===== src/rtl/instr_encoder.sv =====
// RV32I instruction encoder: turns ALU-code descriptors into instruction words
// and streams them into instruction memory from a programmed base address.
module instr_encoder #(
  parameter int ADDR_W = 8
) (
  input  logic              clk,
  input  logic              rst_n,
  input  logic              start,
  input  logic [ADDR_W-1:0] base_addr,
  input  logic [ADDR_W-1:0] count,
  input  logic              in_valid,
  output logic              in_ready,
  input  logic [1:0]        in_class,
  input  logic [3:0]        in_alucontrol,
  input  logic [4:0]        in_rd,
  input  logic [4:0]        in_rs1,
  input  logic [4:0]        in_rs2,
  input  logic [12:0]       in_imm,
  output logic              wr_en,
  output logic [ADDR_W-1:0] wr_addr,
  output logic [31:0]       wr_data,
  output logic              busy,
  output logic              done,
  output logic [7:0]        err_cnt,
  output logic              wrapped
);

  // state | meaning
  // IDLE  | waiting for start
  // RUN   | accepting descriptors, writing legal ones
  // DONE  | one-cycle done pulse, last write visible
  typedef enum logic [1:0] {IDLE, RUN, DONE} state_t;

  localparam logic [6:0] OP_R = 7'b0110011;
  localparam logic [6:0] OP_I = 7'b0010011;
  localparam logic [6:0] OP_S = 7'b0100011;
  localparam logic [6:0] OP_B = 7'b1100011;

  state_t            state;
  logic [ADDR_W-1:0] remaining;
  logic [ADDR_W-1:0] addr;
  logic              accept;
  logic              legal;
  logic [31:0]       enc;
  logic [2:0]        rf3;
  logic [6:0]        rf7;
  logic [2:0]        bf3;
  logic              rlegal;
  logic              blegal;

  assign in_ready = (state == RUN);
  assign busy     = (state == RUN);
  assign done     = (state == DONE);
  assign accept   = in_valid && in_ready;

  always_comb begin
    rf3    = 3'b000;
    rf7    = 7'b0000000;
    rlegal = 1'b1;
    case (in_alucontrol)
      4'd0: rf3 = 3'b000;
      4'd1: begin rf3 = 3'b000; rf7 = 7'b0100000; end
      4'd2: rf3 = 3'b111;
      4'd3: rf3 = 3'b110;
      4'd4: rf3 = 3'b100;
      4'd5: rf3 = 3'b001;
      4'd6: rf3 = 3'b101;
      4'd7: begin rf3 = 3'b101; rf7 = 7'b0100000; end
      4'd8: rf3 = 3'b011;
      4'd9: rf3 = 3'b010;
      default: rlegal = 1'b0;
    endcase
  end

  always_comb begin
    bf3    = 3'b000;
    blegal = !in_imm[0];
    case (in_alucontrol)
      4'd0: bf3 = 3'b000;
      4'd1: bf3 = 3'b001;
      4'd2: bf3 = 3'b100;
      4'd3: bf3 = 3'b101;
      4'd4: bf3 = 3'b110;
      4'd5: bf3 = 3'b111;
      default: blegal = 1'b0;
    endcase
  end

  always_comb begin
    enc   = 32'd0;
    legal = 1'b1;
    case (in_class)
      2'b00: begin
        legal = rlegal;
        enc   = {rf7, in_rs2, in_rs1, rf3, in_rd, OP_R};
      end
      2'b01: begin
        // there is no subi; shifts carry funct7 in the upper immediate bits
        legal = rlegal && (in_alucontrol != 4'd1);
        if (in_alucontrol == 4'd5 || in_alucontrol == 4'd6 || in_alucontrol == 4'd7)
          enc = {rf7, in_imm[4:0], in_rs1, rf3, in_rd, OP_I};
        else
          enc = {in_imm[11:0], in_rs1, rf3, in_rd, OP_I};
      end
      2'b10: begin
        enc = {in_imm[11:5], in_rs2, in_rs1, 3'b010, in_imm[4:0], OP_S};
      end
      default: begin
        legal = blegal;
        enc   = {in_imm[12], in_imm[10:5], in_rs2, in_rs1, bf3, in_imm[4:1], in_imm[11], OP_B};
      end
    endcase
  end

  always_ff @(posedge clk or negedge rst_n) begin
    if (!rst_n) begin
      state     <= IDLE;
      remaining <= '0;
      addr      <= '0;
      wr_en     <= 1'b0;
      wr_addr   <= '0;
      wr_data   <= 32'd0;
      err_cnt   <= 8'd0;
      wrapped   <= 1'b0;
    end else begin
      wr_en <= 1'b0;
      case (state)
        IDLE: begin
          if (start) begin
            addr      <= base_addr;
            remaining <= count;
            err_cnt   <= 8'd0;
            wrapped   <= 1'b0;
            state     <= (count == '0) ? DONE : RUN;
          end
        end
        RUN: begin
          if (accept) begin
            remaining <= remaining - ADDR_W'(1);
            if (remaining == ADDR_W'(1))
              state <= DONE;
            if (legal) begin
              wr_en   <= 1'b1;
              wr_addr <= addr;
              wr_data <= enc;
              addr    <= addr + ADDR_W'(1);
              if (addr == '1)
                wrapped <= 1'b1;
            end else if (err_cnt != 8'hFF) begin
              err_cnt <= err_cnt + 8'd1;
            end
          end
        end
        DONE: state <= IDLE;
        default: state <= IDLE;
      endcase
    end
  end

endmodule


===== config.mk =====
export PLATFORM = sky130hd
export DESIGN_NAME = instr_encoder
export DESIGN_NICKNAME = d
export VERILOG_FILES = /design/src/rtl/instr_encoder.sv
export SDC_FILE = /design/constraint.sdc
export NUM_CORES = 1
export LEC_CHECK = 0
export BUFFER_PORTS_ARGS = -buffer_cell sky130_fd_sc_hd__buf_2
export CAP_MARGIN = 10
export CORE_MARGIN = 4
export CORE_UTILIZATION = 55
export DETAILED_ROUTE_END_ITERATION = 8
export GPL_ROUTABILITY_DRIVEN = 0
export PLACE_DENSITY = 0.85
export SLEW_MARGIN = 20
export SYNTH_ARGS = -nofsm -noshare
export SYNTH_HDL_FRONTEND = slang
export SYNTH_SLANG_ARGS = --single-unit

===== constraint.sdc =====
create_clock -name clk -period 3.65 [get_ports clk]
set_clock_uncertainty 0.15 [all_clocks]
set_input_delay 0.73 -clock clk [delete_from_list [all_inputs] [get_ports clk]]
set_output_delay 0.73 -clock clk [all_outputs]
set_load 0.03 [all_outputs]

After elaboration in Yosys (flattened, before gate mapping)

Index checks and enable logic that the tools add are counted.

Register bits: 68
Latch bits: 0
Bits in writable memories: 0
Memory bits (read-only): 0
Input port bits: 54
Output and inout bits: 53
Logic and storage cells: 88
Memories: 0

$add $sub $neg: 3
$mul: 0
Divide/modulo/power cells: 0
Order comparisons: 0
Equality and inequality tests: 24
Shift-type cells: 0
Muxes and demuxes: 33
Bitwise gates (word level): 0
Reduce and logical (&&, ||, !) cells: 20

Operators with widths:

| kind                  | count |
|---|---|
| $pmux W32 S3          | 1 |
| $mux W8               | 9 |
| $pmux W8 S2           | 3 |
| $mux W32              | 1 |
| $pmux W3 S7           | 1 |
| $add A8 B1 Y8 const B | 2 |
| $eq A4 B3 Y1 const B  | 4 |
| $pmux W3 S5           | 1 |
| $ne A2 B1 Y1 const B  | 5 |
| $reduce_and A5 Y1     | 2 |
| $reduce_or A10 Y1     | 1 |
| $mux W1               | 9 |
| $reduce_and A3 Y1     | 3 |
| $eq A4 B2 Y1 const B  | 2 |
| $eq A4 B4 Y1 const B  | 2 |
| $eq A8 B1 Y1 const B  | 1 |
| $eq A8 B8 Y1 const B  | 1 |
| $logic_not A8 Y1      | 1 |
| $mux W2               | 4 |
| $ne A8 B8 Y1 const B  | 1 |
| $sub A8 B1 Y8 const B | 1 |
| $mux W6               | 1 |
| $reduce_or A6 Y1      | 1 |
| $eq A2 B1 Y1 const B  | 2 |
| 15 further kinds      | 21 |

Depth between registers and ports, before layout

Gate-level depths: netlist of run 1.

Word-level depth: 8
Depth in mapped cells: 8
Mapped depth without buffers: 6

Least setup slack after synthesis of run 1

No wires, ideal clock.

Kind: reg-to-output
From: reg state[1]
To: out in_ready
Arrival time: 1.607 ns
Required time: 2.770 ns
Path slack: 1.163 ns
Stages on the path, launching flop included: 6
Path buffers: 3
Cells stage by stage: dfrtp_1 nand2b_1 buf_6 inv_2 buf_1 buf_4

Word-level cells in the longest chain between the ends: 1

Ends and longest elaborated chain:

| what                   | RTL line | text |
|---|---|---|
| start, declared        | 39       | `state_t state;` |
| start signal, assigned | 134      | `state <= (count == '0) ? DONE : RUN;` |
| $eq A2 B1 Y1           | --       |  |
| end, declared          | 12       | `output logic in_ready,` |

No other way between the ends.

Final worst setup path of run 1

From: reg state[1]
To: out in_ready

Word-level cells in the longest chain between the ends: 1

Ends and longest elaborated chain:

| what         | RTL line | text |
|---|---|---|
| $eq A2 B1 Y1 | 51       | `assign in_ready = (state == RUN);` |

No other way between the ends.

==> parameters.txt, run 1 <==
Parameter                              Value

Placement
  Buffers added on ports    104
  Instance area after placement    slightly below 4000 µm²
  Sum of net half-perimeters after detailed placement    6.19 mm
  Number of instances in the placed design    roughly 540

Pwr
  Power per cell area    ~840 nW/µm²
  Overall power    0.00341 W
  Leakage    2.01 nW
  Worst IR Drop VDD    0.559 mV

Synth
  EDFF count, synth    0
  Top cell type by total area after synthesis    sky130_fd_sc_hd__dfrtp_1
  Sequential area share after synthesis    48.4%
  Yosys synthesis warning count    0
  Register bit count reported by yosys    65
  Largest cells by area after synthesis    sky130_fd_sc_hd__dfrtp_1 48%, sky130_fd_sc_hd__nand2_1 10%, sky130_fd_sc_hd__o21ai_0 4.9%
  Main synth FF type    sky130_fd_sc_hd__dfrtp_1
  Per-instance average area after synthesis    8.82 µm²
  Synth async-reset ratio    100%
  Number of cells produced by synthesis    approximately 380
  Synthesized cell area    approximately 3400 µm²
  Area share of the largest cell type after synthesis    48.4%
  Unique masters post-synth    55

GRT
  Initial antenna violation count    0
  Global-route wire length before repair    between 10 and 15 mm
  Number of global-route vias before repair    3003
  Aggregate global-route resource usage    about a quarter
  Overall overflow remaining after global route    0
  Pin count of the biggest net entering global routing    44

Finish
  Number of non-filler instances in the completed layout    558
  Share of post-route cells with drive strength above 1    28.4%
  Layout overhead on the synthesized area    21.0%
  Number of nets in the layout    536
  Fin area    4070 µm²
  Area of combinational cells with multiple inputs    1560 µm²
  Number of fill cells    480
  N_diodes    0
  Area used by sequential logic in the layout    1630 µm²

Detailed routing
  Routed wirelength normalized by instance count    15.3 µm
  Initial DRC Count    277
  Via count of the routed design    3214
  Router iterations before antenna repair    4
  Routed wire length    ~8.5 mm
  Post-route DRC    0
  Post-route ant nets    0
  Number of vias per cell after detailed routing    5.76

Timing
  Final hold viol count    0
  Worst-Margin Slew    669 ps
  Max-Slew Margin vs Limit    55.1%
  Min cycle time layout    2590 ps
  Final setup violation count    0
  Fmax    386 MHz
  Final total negative setup slack    0 ps
  Number of slew-limit violations in the final report    0
  Final clock period utilization by the worst path    71.0%
  Unrepaired setup endpoints after global routing    false

Clock tree
  Root buffer cell    sky130_fd_sc_hd__clkbuf_8
  Clock input transition at the sequential cells of the worst setup and hold paths    70 ps
  Number of instances resized during post-cts repair    0
  Skew-Pair Late Insertion Delay    340 ps
  TritonCTS clock tree    yes
  Number of buffers inserted during clock tree synthesis    9
  Post-CTS setup buffer count    0
  H-Tree Depth    3
  Maximum number of buffers from clock root to sink    2
  Hold bufs inserted after CTS    0
  Clock sink total    65

Die
  Die Height    around 86 µm
  Area of the placeable core    about 6000 µm²
  Number of placed I/O pins    107
  Overall die area    7430 µm²
  Die Span X    86.2 µm
  Effective utilization at floorplan    56.8%
  Std cell rows    28

Worst setup path
  Critical Setup Path Class    flip-flop to output pin
  Worst endpoint required time    2770 ps
  Type of element launching the critical path    flip-flop
  Data arrival, critical path    1710 ps
  Largest fanout on the critical path    20
  Sort of element at the end of the critical path    output pin

Flow run
  Reported max-cap violation count    0

Outcome
  Run status    complete, no violations

Worst hold path
  Type of the tightest min-delay check    input port to asynchronous set/reset pin
-- worst paths after layout --
check / endpoint / slack, ps / depth (start not counted) / from
min in group clk: wr_data[26]$_DFFE_PN0P_ / 330 / 2 / wr_data[26]$_DFFE_PN0P_
max reg2reg: wr_data[21]$_DFFE_PN0P_ / 1320 / 7 / state[1]$_DFFE_PN0P_
min reg2reg: wr_data[26]$_DFFE_PN0P_ / 330 / 2 / wr_data[26]$_DFFE_PN0P_
max in group asynchronous: addr[6]$_DFFE_PN0P_ / 2180 / 2 / rst_n
min: remaining[5]$_DFFE_PN0P_ / 230 / 1 / rst_n
max: in_ready / 1060 / 3 / state[1]$_DFFE_PN0P_
-- cell usage after synthesis (2+ instances only) --
cell and number:
sky130_fd_sc_hd__nand2_1 91, sky130_fd_sc_hd__dfrtp_1 65, sky130_fd_sc_hd__o21ai_0 33, sky130_fd_sc_hd__a21oi_1 25
sky130_fd_sc_hd__nor2_1 18, sky130_fd_sc_hd__nand3_1 15, sky130_fd_sc_hd__nor3_1 13, sky130_fd_sc_hd__buf_2 8
sky130_fd_sc_hd__a31oi_1 7, sky130_fd_sc_hd__mux2i_1 7, sky130_fd_sc_hd__nor4_1 6, sky130_fd_sc_hd__buf_4 5
sky130_fd_sc_hd__buf_6 5, sky130_fd_sc_hd__clkbuf_1 5, sky130_fd_sc_hd__inv_1 5, sky130_fd_sc_hd__nand2b_1 5
sky130_fd_sc_hd__o211ai_1 5, sky130_fd_sc_hd__ha_1 4, sky130_fd_sc_hd__nor2b_1 4, sky130_fd_sc_hd__a21o_1 3
sky130_fd_sc_hd__o21a_1 3, sky130_fd_sc_hd__o22ai_1 3, sky130_fd_sc_hd__o311ai_0 3, sky130_fd_sc_hd__o31ai_1 3
sky130_fd_sc_hd__or3_1 3, sky130_fd_sc_hd__a22oi_1 2, sky130_fd_sc_hd__and3_1 2, sky130_fd_sc_hd__inv_2 2
sky130_fd_sc_hd__nand4_1 2, sky130_fd_sc_hd__o21ai_1 2, sky130_fd_sc_hd__o2bb2ai_1 2, sky130_fd_sc_hd__or4_1 2
-- stage by stage --
stage | worst slack (ps) | utilization (%) | hold slack, ps
after detailed placement | 813 | 65.2 | 311
final | 1060 | 68.7 | 225
after CTS | 1070 | 68.6 | 231
after global routing | 968 | 68.7 | 249
after floorplan | 1160 | - | 284
after global placement | 860 | 65.2 | 303
-- registers in the layout, indices dropped and copies added, names as in the netlist --
signal	count
addr	8
err_cnt	8
remaining	8
wr_en	1
wr_data	29
wrapped	1
wr_addr	8
state	2
-- area by class of cell --
cell class,count,share of cell area (%)
clock inverters,7,1.91
repair buffers,109,13.7
flip-flops and latches,65,40.0
clock buffers,9,3.05
multi-input cells,286,38.4
inverters,7,0.646
well taps,75,2.31
-- cell families (layout without fill, tap and decap cells) --
group	after synthesis	after routing	synth area share, %
mux	7	7	2.08
compound gates	98	98	17.6
other cells	1	2	0.112
fa+ha+maj	4	4	1.49
xor+xnor	1	1	0.261
flops	65	65	48.4
simple gates	174	174	24.7
buf+inv	31	132	5.43
-- critical path, stage by stage, from the launching register on --
cell and delay (ps):
sky130_fd_sc_hd__dfrtp_1 470, sky130_fd_sc_hd__nand2b_1 310, sky130_fd_sc_hd__inv_2 320, sky130_fd_sc_hd__buf_2 270
-- power by group --
| group | total [W] | internal [W] | switching [W] |
|---|---|---|---|
| Combinational | 0.00153 | 0.000468 | 0.00106 |
| Clock | 0.000625 | 0.000321 | 0.000303 |
| Sequential | 0.00126 | 0.00102 | 0.000238 |
-- layout by cell type (no fill, tap or decap), types with 3 or more instances in the layout --
cell type / instances
sky130_fd_sc_hd__nor3_1: 12
sky130_fd_sc_hd__buf_4: 5
sky130_fd_sc_hd__nand3_1: 15
sky130_fd_sc_hd__a21oi_1: 25
sky130_fd_sc_hd__o211ai_1: 5
sky130_fd_sc_hd__dfrtp_1: 65
sky130_fd_sc_hd__nor4_1: 6
sky130_fd_sc_hd__inv_1: 5
sky130_fd_sc_hd__mux2i_1: 7
sky130_fd_sc_hd__nor2b_1: 4
sky130_fd_sc_hd__nand2_1: 91
sky130_fd_sc_hd__ha_1: 4
sky130_fd_sc_hd__o31ai_1: 3
sky130_fd_sc_hd__o311ai_0: 3
sky130_fd_sc_hd__o21a_1: 3
sky130_fd_sc_hd__o22ai_1: 3
sky130_fd_sc_hd__nand2b_1: 5
sky130_fd_sc_hd__o21ai_0: 33
sky130_fd_sc_hd__clkbuf_8: 9
sky130_fd_sc_hd__buf_2: 104
sky130_fd_sc_hd__nor2_1: 18
sky130_fd_sc_hd__a31oi_1: 7
sky130_fd_sc_hd__or3_1: 3
sky130_fd_sc_hd__a21o_1: 3
-- per-layer routing --
metal  wire length (µm)  GRT usage [%]  vias up
met2               4230           38.3      121
met4                228           10.9        0
met1               3560           30.7     1536
met5                  0              0        -
li1                   -              -     1530
met3                534           3.71       27
Power figures use the tool's default switching activity.
==> inputs of run 2 (changes only) <==
--- a/config.mk
+++ b/config.mk
@@ -8,10 +8,10 @@
 export BUFFER_PORTS_ARGS = -buffer_cell sky130_fd_sc_hd__buf_2
 export CAP_MARGIN = 10
 export CORE_MARGIN = 4
-export CORE_UTILIZATION = 55
+export CORE_UTILIZATION = 51
 export DETAILED_ROUTE_END_ITERATION = 8
 export GPL_ROUTABILITY_DRIVEN = 0
-export PLACE_DENSITY = 0.85
+export PLACE_DENSITY = 0.8
 export SLEW_MARGIN = 20
 export SYNTH_ARGS = -nofsm -noshare
 export SYNTH_HDL_FRONTEND = slang
==> constraint.sdc (replaced) <==
create_clock -name clk -period 2.44 [get_ports clk]
set_clock_uncertainty 0.15 [all_clocks]
set_input_delay 0.488 -clock clk [delete_from_list [all_inputs] [get_ports clk]]
set_output_delay 0.488 -clock clk [all_outputs]
set_load 0.03 [all_outputs]
==> run 2 against run 1 <==
Against the previous run: cell count grew 1.8%; global-route usage grew 0.061 points; critical path depth grew 1; via count grew 0.62%; non-clock buffer count grew 8; total power grew 51%; core utilization shrank 3.8 points; critical path type unchanged; critical endpoint is now busy; largest power group unchanged.
==> parameters.txt, run 2 (synthesis results as in run 1) <==
Parameter                              Value

Worst setup path
  Delay of the slowest cell on the worst path    480 ps (about the same)
  Data arrival, critical path    1670 ps (-40 ps)
  Worst endpoint required time    1800 ps (-970 ps)
  Sort of element at the end of the critical path    output pin
  Buffer and inverter count on the worst path    3 (+1)
  Critical Setup Path Class    flip-flop to output pin
  Family with the most delay on the worst path    buffers and inverters
  Cell with the largest stage delay on the worst path    sky130_fd_sc_hd__dfrtp_1
  Largest fanout on the critical path    19 (-5.0%)
  Ordered list of cells on the worst path    nand2b_1 > inv_2 > buf_4 > buf_2
  Type of element launching the critical path    flip-flop

Finish
  Commonest cells after routing, fill and taps aside    104 x sky130_fd_sc_hd__buf_2, 91 x sky130_fd_sc_hd__nand2_1, 65 x sky130_fd_sc_hd__dfrtp_1
  Share of post-route cells with drive strength above 1    29.3% (+0.96 points)
  Largest register by flop count    wr_data
  N_diodes    0 (unchanged)
  Number of nets in the layout    544 (+1.5%)
  Most common cell after layout, fill and taps aside    sky130_fd_sc_hd__buf_2
  Number of non-filler instances in the completed layout    568 (+1.8%)
  Final core utilization    64.9% (-3.8 points)
  Number of flip-flops in the largest register    29 (unchanged)
  Fin area    4150 µm² (+2.0%)
  Layout overhead on the synthesized area    23.4%

Placement
  Sum of net half-perimeters after detailed placement    6.42 mm (+3.7%)
  Number of instances in the placed design    551 (+1.7%)
  Buffers added on ports    104 (unchanged)
  Instance area after placement    3930 µm² (+1.7%)

GRT
  Initial antenna violation count    0 (unchanged)
  Overall overflow remaining after global route    0 (unchanged)
  Global-route wire length before repair    14.5 mm (+4.6%)
  Number of global-route vias before repair    3150 (+4.9%)
  Pin count of the biggest net entering global routing    45 (+2.3%)
  Aggregate global-route resource usage    23.5% (+0.061 points)

Clock tree
  Clock input transition at the sequential cells of the worst setup and hold paths    80 ps (about the same)
  Clock sink total    65 (unchanged)
  TritonCTS clock tree    yes
  Maximum number of buffers from clock root to sink    2 (unchanged)
  Root buffer cell    sky130_fd_sc_hd__clkbuf_8
  Skew-Pair Late Insertion Delay    350 ps (about the same)
  Post-CTS setup buffer count    0 (unchanged)
  Number of instances resized during post-cts repair    0 (unchanged)
  H-Tree Depth    3 (unchanged)
  Number of buffers inserted during clock tree synthesis    9 (unchanged)

Timing
  Worst slack on hold paths    174 ps (-51.5 ps)
  Unrepaired setup endpoints after global routing    false
  Fmax    433 MHz
  Min cycle time layout    about 2300 ps
  Final clock period utilization by the worst path    a little over nine tenths
  Final total negative setup slack    0 ps (unchanged)
  Final setup violation count    0 (unchanged)
  Final hold viol count    0 (unchanged)
  Max-Slew Margin vs Limit    54.4% (-0.69 points)
  Worst-Margin Slew    680 ps (+10.3 ps)
  Number of slew-limit violations in the final report    0 (unchanged)

Pwr
  Internal power of the cells    0.00274 W (+52%)
  NetSw    0.00241 W (+51%)
  Combinational cell fraction of total power    45.5% (+0.7 points)
  Clock network fraction of total power    18.2% (about the same)
  Fraction of power spent switching nets    46.8% (-0.17 points)
  Flop pwr share    36.4% (-0.5 points)
  Power per cell area    1240 nW/µm² (+48%)
  Leakage    2.05 nW (+1.8%)
  Worst IR Drop VDD    0.628 mV (+12%)

Die
  Number of placed I/O pins    107 (unchanged)
  Area of the placeable core    6390 µm² (+7.9%)
  Die Span X    89.2 µm (+3.5%)
  Std cell rows    29 (+3.6%)
  Die Height    89.2 µm (+3.5%)
  Overall die area    7950 µm² (+7.1%)
  Effective utilization at floorplan    52.6% (-4.1 points)

Detailed routing
  Routed wirelength normalized by instance count    15.4 µm (+0.37%)
  Post-route DRC    0 (unchanged)
  Number of vias per cell after detailed routing    5.69 (-1.1%)
  Router iterations before antenna repair    5 (+1)
  Via count of the routed design    3234 (+0.62%)
  Initial DRC Count    217 (-22%)
  Routed wire length    8.73 mm (+2.2%)
  Post-route ant nets    0 (unchanged)

Worst hold path
  Type of the tightest min-delay check    input port to flip-flop

Flow run
  Reported max-cap violation count    0 (unchanged)

Outcome
  Run status    complete, no violations
run 2: changes by cell type in the layout (fill, tap and decap cells not counted):
cell                            previous run  this run
sky130_fd_sc_hd__clkinv_2                  1         0
sky130_fd_sc_hd__dlygate4sd3_1             0         1
sky130_fd_sc_hd__clkinvlp_4                1         2
sky130_fd_sc_hd__clkinv_4                  2         3
sky130_fd_sc_hd__buf_12                    0         1
sky130_fd_sc_hd__buf_4                     5        11
sky130_fd_sc_hd__inv_6                     2         1
run 2: timing repair:
| item | CTS | global route |
|---|---|---|
| hold buffers | 1 | 0 |
| endpoints found under the hold margin | 21 | 0 |
| setup endpoints to repair | 0 | 0 |
run 2: area by class of cell:
type / count / area (µm²)
clock buffers: 9 / 124
clock inverters: 7 / 80.1
fillers: 549 / 2240
inverters: 7 / 26.3
multi-input cells: 286 / 1560
flip-flops and latches: 65 / 1630
well taps: 77 / 96.3
repair buffers: 117 / 633
run 2: power by group through the flow:
stage               Combinational (W)  Sequential (W)  Clock [W]
global placement              0.00228         0.00186          0
detailed placement            0.00234         0.00189          0
floorplan                     0.00105         0.00247          0
finish                        0.00234         0.00188   0.000939
CTS                           0.00236         0.00187   0.000958
global route                  0.00257         0.00194    0.00102
run 2: layer usage:
metal	GRT usage, %	wire (µm)	up-vias
met4	11.5	282	0
met5	0	0	-
met2	39.0	4330	100
met3	3.78	426	29
li1	-	-	1548
met1	29.8	3690	1557
run 2: worst register-to-register path, stage by stage (launching register included):
cell	delay [ps]
sky130_fd_sc_hd__dfrtp_1	420
sky130_fd_sc_hd__ha_1	240
sky130_fd_sc_hd__nand3_1	170
sky130_fd_sc_hd__or4_4	180
sky130_fd_sc_hd__nor3b_2	260
sky130_fd_sc_hd__or4b_1	470
sky130_fd_sc_hd__a21oi_1	160
run 2: worst paths after layout:
check / startpoint / end / slack (ps) / depth (start not counted)
max: state[1]$_DFFE_PN0P_ / busy / 130 / 4
max in group asynchronous: rst_n / wr_data[20]$_DFFE_PN0P_ / 1010 / 3
min: in_rs1[3] / wr_data[18]$_DFFE_PN0P_ / 170 / 3
min in group asynchronous: rst_n / remaining[6]$_DFFE_PN0P_ / 510 / 2
max reg2reg: err_cnt[0]$_DFFE_PN0P_ / err_cnt[6]$_DFFE_PN0P_ / 310 / 6
min reg2reg: wr_addr[6]$_DFFE_PN0P_ / wr_addr[6]$_DFFE_PN0P_ / 320 / 2
run 2: metrics by stage:
stage                     power (W)  setup WS, ps
after floorplan             0.00352           195
final                       0.00516           131
after detailed placement    0.00423         -60.4
after CTS                   0.00518          95.2
after global placement      0.00414          2.20
after global routing        0.00553          29.8
